**config.mk**
```make
export PLATFORM = sky130hd
export DESIGN_NAME = i2s_rx_tdm_channel
export DESIGN_NICKNAME = d
export VERILOG_FILES = /design/src/rtl/i2s_rx_tdm_channel.sv
export SDC_FILE = /design/constraint.sdc
export NUM_CORES = 1
export LEC_CHECK = 0
export BUFFER_PORTS_ARGS = -buffer_cell sky130_fd_sc_hd__buf_2
export CAP_MARGIN = 20
export CORE_AREA = 4 4 183 185
export DETAILED_ROUTE_END_ITERATION = 10
export DIE_AREA = 0 0 187 189
export PLACE_DENSITY = 0.79
export REMOVE_ABC_BUFFERS = 1
export SYNTH_ARGS = -nofsm -noshare
export SYNTH_HDL_FRONTEND = slang
export SYNTH_SLANG_ARGS = --single-unit
```
**constraint.sdc**
```tcl
create_clock -name sck_i -period 7.81 [get_ports sck_i]
set_input_delay 0.3905 -clock sck_i [delete_from_list [all_inputs] [get_ports sck_i]]
set_output_delay 0.3905 -clock sck_i [all_outputs]
set_load 0.05 [all_outputs]
```
**src/rtl/i2s_rx_tdm_channel.sv**
```systemverilog
// i2s_rx_tdm_channel: TDM/DSP-mode serial audio receiver with per-slot mask and output FIFO.
// Ports:
//   sck_i, rst_i            bit clock (rising edge) and asynchronous active-high reset
//   sd_i, fs_i              serial data (one bit per line) and frame sync
//   cfg_*                   static configuration, sampled while busy_o=1
//   data_o, data_line_o,    received word stream (right-aligned sample, line and slot tags),
//   data_slot_o, valid_o,   valid while the output FIFO is non-empty, popped on ready_i
//   ready_i
//   overflow_o              sticky word-dropped flag, cleared by cfg_en_i=0
//   fs_err_o, done_o        one-cycle pulses: unexpected fs edge in RUN, capture finished
//   busy_o                  receiver not idle
// Optional feature: define I2S_RX_TDM_SIGN_EXT_EN to add cfg_sign_ext_i, which sign-extends
// each sample from bit cfg_num_bits_i instead of zero-filling the upper bits.
module i2s_rx_tdm_channel #(
    parameter int NUM_LINES  = 2,
    parameter int MAX_SLOTS  = 8,
    parameter int FIFO_DEPTH = 4,
    localparam int SW = $clog2(MAX_SLOTS),
    localparam int LW = (NUM_LINES > 1) ? $clog2(NUM_LINES) : 1
) (
    input  logic                 sck_i,
    input  logic                 rst_i,
    input  logic [NUM_LINES-1:0] sd_i,
    input  logic                 fs_i,
    input  logic                 cfg_en_i,
    input  logic [SW-1:0]        cfg_num_slots_i,
    input  logic [4:0]           cfg_slot_width_i,
    input  logic [4:0]           cfg_num_bits_i,
    input  logic                 cfg_lsb_first_i,
    input  logic [8:0]           cfg_offset_i,
    input  logic [MAX_SLOTS-1:0] cfg_slot_mask_i,
    input  logic                 cfg_continuous_i,
    input  logic [15:0]          cfg_num_frames_i,
`ifdef I2S_RX_TDM_SIGN_EXT_EN
    input  logic                 cfg_sign_ext_i,
`endif
    output logic [31:0]          data_o,
    output logic [LW-1:0]        data_line_o,
    output logic [SW-1:0]        data_slot_o,
    output logic                 valid_o,
    input  logic                 ready_i,
    output logic                 overflow_o,
    output logic                 fs_err_o,
    output logic                 busy_o,
    output logic                 done_o
);
    localparam int AW = $clog2(FIFO_DEPTH);
    localparam int EW = 32 + LW + SW;

    typedef enum logic [1:0] {IDLE, OFFSET, RUN, SYNC} state_t;

    state_t          state, state_nx;
    logic            fs_q, fs_rise;
    logic [8:0]      off_cnt;
    logic [4:0]      bit_cnt;
    logic [SW-1:0]   slot_cnt;
    logic [15:0]     frame_cnt;
    logic            halted;
    logic            sync_edge, fs_abort, start, take, frame_end, last_frame, capture;
    logic [4:0]      cur_bit;
    logic [SW-1:0]   cur_slot;
    logic            sign_ext;
    logic [31:0]     keep_mask;
    logic [31:0]     sr    [NUM_LINES];
    logic [31:0]     sr_nx [NUM_LINES];
    logic [31:0]     raw   [NUM_LINES];
    logic [31:0]     word  [NUM_LINES];
    logic [31:0]     hold  [NUM_LINES];
    logic [SW-1:0]   hold_slot;
    logic            drain_act;
    logic [LW-1:0]   drain_idx;
    logic [EW-1:0]   mem [FIFO_DEPTH];
    logic [AW-1:0]   wr_ptr, rd_ptr;
    logic [AW:0]     count;
    logic            full, pop, push_ok;

`ifdef I2S_RX_TDM_SIGN_EXT_EN
    assign sign_ext = cfg_sign_ext_i;
`else
    assign sign_ext = 1'b0;
`endif

    assign fs_rise = fs_i & ~fs_q;

    // state register
    always_ff @(posedge sck_i or posedge rst_i) begin
        if (rst_i) begin
            state <= IDLE;
            fs_q  <= 1'b0;
        end else begin
            state <= state_nx;
            fs_q  <= fs_i;
        end
    end

    // next-state logic; an fs edge in RUN restarts offset handling just like SYNC
    always_comb begin
        state_nx = state;
        if (!cfg_en_i)
            state_nx = IDLE;
        else begin
            case (state)
                IDLE:    if (fs_rise && !halted) state_nx = (cfg_offset_i == '0) ? RUN : OFFSET;
                SYNC:    if (fs_rise) state_nx = (cfg_offset_i == '0) ? RUN : OFFSET;
                OFFSET:  if (off_cnt == cfg_offset_i) state_nx = RUN;
                RUN:     if (fs_rise) state_nx = (cfg_offset_i == '0) ? RUN : OFFSET;
                         else if (frame_end) state_nx = last_frame ? IDLE : SYNC;
                default: state_nx = IDLE;
            endcase
        end
    end

    // output / datapath control decode
    always_comb begin
        busy_o     = state != IDLE;
        sync_edge  = cfg_en_i && fs_rise &&
                     (state == SYNC || state == RUN || (state == IDLE && !halted));
        fs_abort   = cfg_en_i && fs_rise && state == RUN;
        // start: this edge carries bit 0 of slot 0
        start      = (sync_edge && cfg_offset_i == '0) ||
                     (cfg_en_i && state == OFFSET && off_cnt == cfg_offset_i);
        take       = start || (cfg_en_i && state == RUN && !fs_rise);
        cur_bit    = start ? 5'd0 : bit_cnt;
        cur_slot   = start ? '0 : slot_cnt;
        frame_end  = take && cur_slot == cfg_num_slots_i && cur_bit == cfg_slot_width_i;
        last_frame = !cfg_continuous_i && frame_cnt == cfg_num_frames_i;
        capture    = take && cur_bit == cfg_num_bits_i && cfg_slot_mask_i[cur_slot];
    end

    // per-line shift and word assembly; LSB-first data lands at the top and is shifted down
    always_comb begin
        keep_mask = 32'hFFFF_FFFF >> (5'd31 - cfg_num_bits_i);
        for (int k = 0; k < NUM_LINES; k++) begin
            sr_nx[k] = cfg_lsb_first_i ? {sd_i[k], sr[k][31:1]} : {sr[k][30:0], sd_i[k]};
            raw[k]   = (cfg_lsb_first_i ? sr_nx[k] >> (5'd31 - cfg_num_bits_i) : sr_nx[k]) & keep_mask;
            word[k]  = raw[k] | ((sign_ext && raw[k][cfg_num_bits_i]) ? ~keep_mask : 32'd0);
        end
    end

    // counters, re-arm latch and drain sequencer
    always_ff @(posedge sck_i or posedge rst_i) begin
        if (rst_i) begin
            off_cnt   <= '0;
            bit_cnt   <= '0;
            slot_cnt  <= '0;
            frame_cnt <= '0;
            halted    <= 1'b0;
            drain_act <= 1'b0;
            drain_idx <= '0;
        end else if (!cfg_en_i) begin
            off_cnt   <= '0;
            bit_cnt   <= '0;
            slot_cnt  <= '0;
            frame_cnt <= '0;
            halted    <= 1'b0;
            drain_act <= 1'b0;
            drain_idx <= '0;
        end else begin
            off_cnt <= (state_nx == OFFSET) ? ((state == OFFSET) ? off_cnt + 9'd1 : 9'd1) : 9'd0;
            if (take) begin
                bit_cnt  <= (cur_bit == cfg_slot_width_i) ? 5'd0 : cur_bit + 5'd1;
                slot_cnt <= frame_end ? '0 :
                            (cur_bit == cfg_slot_width_i) ? cur_slot + SW'(1) : cur_slot;
            end else if (fs_abort) begin
                bit_cnt  <= '0;
                slot_cnt <= '0;
            end
            if (frame_end) frame_cnt <= last_frame ? 16'd0 : frame_cnt + 16'd1;
            // after a finite capture completes, only an enable toggle re-arms the receiver
            if (frame_end && last_frame) halted <= 1'b1;
            if (capture) begin
                drain_act <= 1'b1;
                drain_idx <= '0;
            end else if (drain_act) begin
                drain_act <= drain_idx != LW'(NUM_LINES - 1);
                drain_idx <= drain_idx + LW'(1);
            end
        end
    end

    always_ff @(posedge sck_i or posedge rst_i) begin
        if (rst_i) begin
            for (int k = 0; k < NUM_LINES; k++) begin
                sr[k]   <= '0;
                hold[k] <= '0;
            end
            hold_slot <= '0;
        end else begin
            for (int k = 0; k < NUM_LINES; k++) begin
                if (take && cur_bit <= cfg_num_bits_i) sr[k] <= sr_nx[k];
                if (capture) hold[k] <= word[k];
            end
            if (capture) hold_slot <= cur_slot;
        end
    end

    always_ff @(posedge sck_i or posedge rst_i) begin
        if (rst_i) begin
            done_o   <= 1'b0;
            fs_err_o <= 1'b0;
        end else begin
            done_o   <= frame_end && last_frame;
            fs_err_o <= fs_abort;
        end
    end

    // output FIFO; a push while full is accepted only when a pop frees a slot in the same cycle
    always_comb begin
        full    = count == (AW + 1)'(FIFO_DEPTH);
        valid_o = count != '0;
        pop     = valid_o && ready_i;
        push_ok = drain_act && (!full || pop);
        {data_o, data_line_o, data_slot_o} = valid_o ? mem[rd_ptr] : '0;
    end

    always_ff @(posedge sck_i) begin
        if (push_ok) mem[wr_ptr] <= {hold[drain_idx], drain_idx, hold_slot};
    end

    always_ff @(posedge sck_i or posedge rst_i) begin
        if (rst_i) begin
            wr_ptr     <= '0;
            rd_ptr     <= '0;
            count      <= '0;
            overflow_o <= 1'b0;
        end else if (!cfg_en_i) begin
            wr_ptr     <= '0;
            rd_ptr     <= '0;
            count      <= '0;
            overflow_o <= 1'b0;
        end else begin
            if (push_ok) wr_ptr <= wr_ptr + AW'(1);
            if (pop) rd_ptr <= rd_ptr + AW'(1);
            count <= count + (AW + 1)'(push_ok) - (AW + 1)'(pop);
            if (drain_act && full && !pop) overflow_o <= 1'b1;
        end
    end
endmodule
```
# == Word-level counts from Yosys, hierarchy flattened ==
# Memory sizes are Yosys's and may differ from the RTL's.
# Cells that the tools add are included.
# word_totals
ff_bits,180
ramBits,144
input_bits,55
elab_cells,148
memories,1
# classes
n_addsub,10
magnitude_cmp,3
eq_ne,17
n_shift,3
muxes,53
n_bitwise,6
n_reduce_logical,35
# mem_list
memory,depth,width,rd,rd_clocked_by_memory_dff,write_ports,line_no,rtl
mem,4,36,1,0,1,72,logic [EW-1:0] mem [FIFO_DEPTH];
# ops
cell,n
32-bit 2-to-1 mux,7
32-bit AND,2
32-bit by 5-bit right shift with 32-bit output,2
16-bit 2-to-1 mux,3
36-bit 2-to-1 mux,1
32-bit by 5-bit right shift with 32-bit output (first input constant),1
9-bit 2-to-1 mux,3
5-bit 2-to-1 mux,5
2-bit 2-to-1 mux,12
1-bit logical AND,21
3-bit 2-to-1 mux,7
16-bit by 1-bit adder with 16-bit output (second input constant),1
16-bit equality test,1
1-bit 2-to-1 mux,13
5-bit equality test,2
2-bit by 1-bit != test with 1-bit output (second input constant),5
9-bit by 1-bit adder with 9-bit output (second input constant),1
9-bit equality test,1
9-bit zero test,1
2-bit one-hot mux with 4 select lines,1
3-bit by 1-bit != test with 1-bit output (second input constant),2
5-bit by 1-bit adder with 5-bit output (second input constant),1
5-bit <= comparator,1
1-bit zero test,5
other kinds (20),28

# == Longest topological paths before layout ==
# logic_depth
depth_word,17
mapped_depth,17

# == Worst setup path after synthesis ==
# No wires, ideal clock.
# synth_path
path_kind,register to register
startpoint,register off_cnt[6]
endpoint,register sr[0] in the netlist's numbering
setup_time_ns,0.137
arrival_ns,3.298
required_ns,7.673
setup_slack_ns,4.375
stages_incl_launch_ff,15
path_cell_list,dfrtp_1 -> xor2_1 -> nor4_4 -> or4b_4 -> and3_1 -> ha_1 -> nor2b_1 -> o21a_1 -> o21a_1 -> o21ai_0 -> nand2b_1 -> a21oi_1 -> clkbuf_1 -> clkbuf_1 -> a21oi_1
# synth_via
elab_chain_cells,6
# synth_lines
item,line_no,rtl
"start, declared",54,logic [8:0] off_cnt;
"start signal, assigned",159,off_cnt <= (state_nx == OFFSET) ? ((state == OFFSET) ? off_cnt + 9'd1 : 9'd1) : 9'd0;
9-bit equality test (*),121,(cfg_en_i && state == OFFSET && off_cnt == cfg_offset_i);
1-bit logical AND (*),121,
1-bit logical OR (*),120,start = (sync_edge && cfg_offset_i == '0) ||
5-bit 2-to-1 mux,123,cur_bit = start ? 5'd0 : bit_cnt;
5-bit <= comparator,190,if (take && cur_bit <= cfg_num_bits_i) sr[k] <= sr_nx[k];
1-bit logical AND (*),190,
"end signal, assigned by index",190,
"end, declared",64,logic [31:0] sr [NUM_LINES];
# Mark *: on every way between the ends. The rest lies on a longest branch, timed or not.
# A chain may end at the register's enable or synchronous reset.

# == Worst setup path after layout ==
# layout_path
startpoint,input port fs_i
endpoint,register sr[7] in the netlist's numbering
# layout_via
elab_chain_cells,8
# layout_lines
item,line_no,rtl
"start, declared",24,"input logic fs_i,"
1-bit AND (*),83,assign fs_rise = fs_i & ~fs_q;
1-bit logical AND (2 in series),116,sync_edge = cfg_en_i && fs_rise &&
1-bit logical AND,120,
1-bit logical OR,120,
5-bit 2-to-1 mux,123,
5-bit <= comparator,190,
1-bit logical AND (*),190,
# Marked as above.

==> impl_metrics.ini <==
[sta]
maxSlewViolCount = 0
tightest_slew_ns = 0.995
hold_viol = 0
skew_ns = 0.0262
max_freq_mhz = 222
slew_headroom = 0.336
fin_hold_ws_ns = 0.281
period_share = 0.578
rsz0062_at_grt = no
fin_crit_ns = 4.51
fin_setup_tns_ns = 0
setup_viol = 0

[cells_and_area]
fin_nets = 1887
final_util = 0.657
mostFrequentLayoutCell = nand2_1
area_growth_pct = 9.66
antenna_cells = 0
drive_gt1_frac = 0.186
layout_common_cells = nand2_1 (202), nor2_1 (184), dfrtp_1 (179)

[flow_run]
max-cap-violations = 0

[placed_design]
io_buffer_count = 95
gp_congestion = 1.06
dpl.hpwl_um = 35600

[clock_network]
cts_setup_buffers = 0
numCtsBuffers = 35
cts_buffer_depth = 3
cts_resized = 0
cts_tree = done
insertion_delay_ns = 0.53
cts_sinks = 324
postCtsHoldBufs = 1
root_buffer = clkbuf_16
htreeDepth = 2
cts.reportedPaths.clkPinSlew_ns = 0.06

[die]
initial_utilization = 0.599
row_count = 66
io_pins = 96
die_h_um = 189
die_w_um = 187
coreArea_um2 = 32000
design.die.area_um2 = 35300

[setup_path]
r2r_start = off_cnt[6]
crit_required_ns = 8.25
critPathMaxStageDelay_ns = 0.67
cp_max_fo = 87
worstReg2RegEnd = sr[7]
reg2reg_setup_slack_ns = 3.35
reg2regPathDepth = 16
critPathLaunchType = primary input
cp_cell_sequence = dlygate4sd3_1, buf_2, nor2b_1, o211ai_1, nor2_1, nor2_1, nand2_1, inv_1, ha_1, o21a_1, o21a_1, o21ai_0, nand2b_1, a21oi_4, buf_4, buf_4, nor2_1, a21oi_1
cp-end-kind = flop
slowest_stage = buf_4
cp_common_cell = nor2_1
critical_path_class = primary input to flop
cp.arrival_ns = 4.96

[drt]
via_count = 14800
vias_per_cell = 6.58
drtIter0Drc = 1614
route.detailed.drc = 0
ant_nets = 0
first_pass_iters = 6
wl_um = 51700
wire_per_inst_um = 23.0

[logic_synthesis]
yosysWarnings = 0
seq_area_frac_synth = 0.460
syn_avg_cell_area_um2 = 10.7
ys_ff_latch = 324
synthCells = 1801
async_reset_ff_frac = 0.556
synth_area_leader_cell = dfrtp_1
yosys_most_used_dff = dfrtp_1
synthTopCellsByArea = dfrtp_1 (23%), edfxtp_1 (23%), mux4_2 (11%)
ys_types = 75
synth-edff-count = 144
syn_area_um2 = 19200
post-synth-top-area-fraction = 0.235

[grt]
met1_usage = 0.423
antenna_found_initial = 4
grt_pass1_wl_um = 82800
globalRouteOverflowTotal = 0
globalRouteMet2Util = 0.443
first_global_vias = 14300
grtUsageTotal = 0.292
top_usage_layer = met2
grt_max_degree = 110
grtUsageMet3 = 0.0725

[status]
outcome = complete, no violations

[power_and_ir_drop]
vdd_drop_max_mv = 0.207
powerDensity_nw_per_um2 = 234
leakage_nw = 8.40

[hold_path]
hp-start = ready_i
worstHoldPathType = primary input to flop
min_to = overflow_o
hold_depth = 4
[stage by stage]
| stage | instance area (um2) | worst slack (ns) | std cells | total power [mW] |
|---|---|---|---|---|
| after global routing | 21100 | 2.79 | 2250 | 5.12 |
| after CTS | 21000 | 3.38 | 2247 | 4.95 |
| after global placement | 19800 | 3.40 | 2183 | 3.27 |
| after floorplan | 18700 | 0.222 | 1658 | 2.91 |
| final | 21100 | 3.30 | 2250 | 4.93 |
| after detailed placement | 19800 | 3.16 | 2183 | 3.29 |
[synthesized netlist by cell type (all sizes together), types with 20 or more instances]
master and instances:
o31ai 27, dfrtp 180, and2 51, clkbuf 115, a21oi 132, mux2i 117, mux4 95, nor2 184
nor3 20, nand2 202, edfxtp 144, nand3 30, o21ai 95, buf 28, xor2 25, mux2 58
[worst max-delay path: cells and delay by family]
family	cells	cell delay, ns
adder cells (fa/ha/maj)	1	0.29
buffers and inverters	5	1.74
AND/OR/NAND/NOR	6	1.56
AO/OA/AOI/OAI	6	0.91
[where the power goes]
| part | switching (mW) | total (mW) | internal, mW |
|---|---|---|---|
| Sequential | 0.0775 | 1.88 | 1.80 |
| Combinational | 0.930 | 1.39 | 0.461 |
| Clock | 0.676 | 1.66 | 0.986 |
[cell type report]
cell class | instances | area [um2]
Clock buffer | 53 | 1030
Clock inverter | 10 | 123
Fill cell | 2448 | 11000
Inverter | 22 | 87.6
Multi-Input combinational cell | 1312 | 9770
Sequential cell | 324 | 8830
Tap cell | 408 | 510
Timing Repair Buffer | 121 | 707
[registers in the layout, indices dropped and copies added (netlist names)]
register and flops:
bit_cnt 5, count 3, done_o 1, drain_act 1, drain_idx 1, frame_cnt 16, fs_err_o 1, fs_q 1
halted 1, hold 64, hold_slot 3, mem 144, off_cnt 9, overflow_o 1, rd_ptr 2, slot_cnt 3
sr 64, state 2, wr_ptr 2
[cell families after synthesis]
group                      after synthesis  share of synthesized area
and+or+nand+nor                        586                      0.141
AOI/OAI and AO/OA                      397                      0.129
DFF                                    324                      0.460
muxes                                  270                      0.206
buffers and inverters                  165                     0.0330
xor gates and xnor gates                43                     0.0196
adders and majority gates               16                     0.0108
[how the worst max path moves through the flow]
stage,from,cells after the start,end,slack [ns]
floorplan,off_cnt[6],12,sr[63],0.22
global placement,cfg_en_i,14,sr[28],3.40
detailed placement,cfg_en_i,15,sr[30],3.16
CTS,fs_i,18,sr[7],3.38
global route,fs_i,18,sr[7],2.79
finish,fs_i,18,sr[7],3.30
[routing by layer]
layer,part of all wire,vias up
met5,0.0010,-
met4,0.033,8
met3,0.094,119
met2,0.45,637
met1,0.42,7329
li1,-,6718
Note: power is estimated with default switching activity, not from simulation.
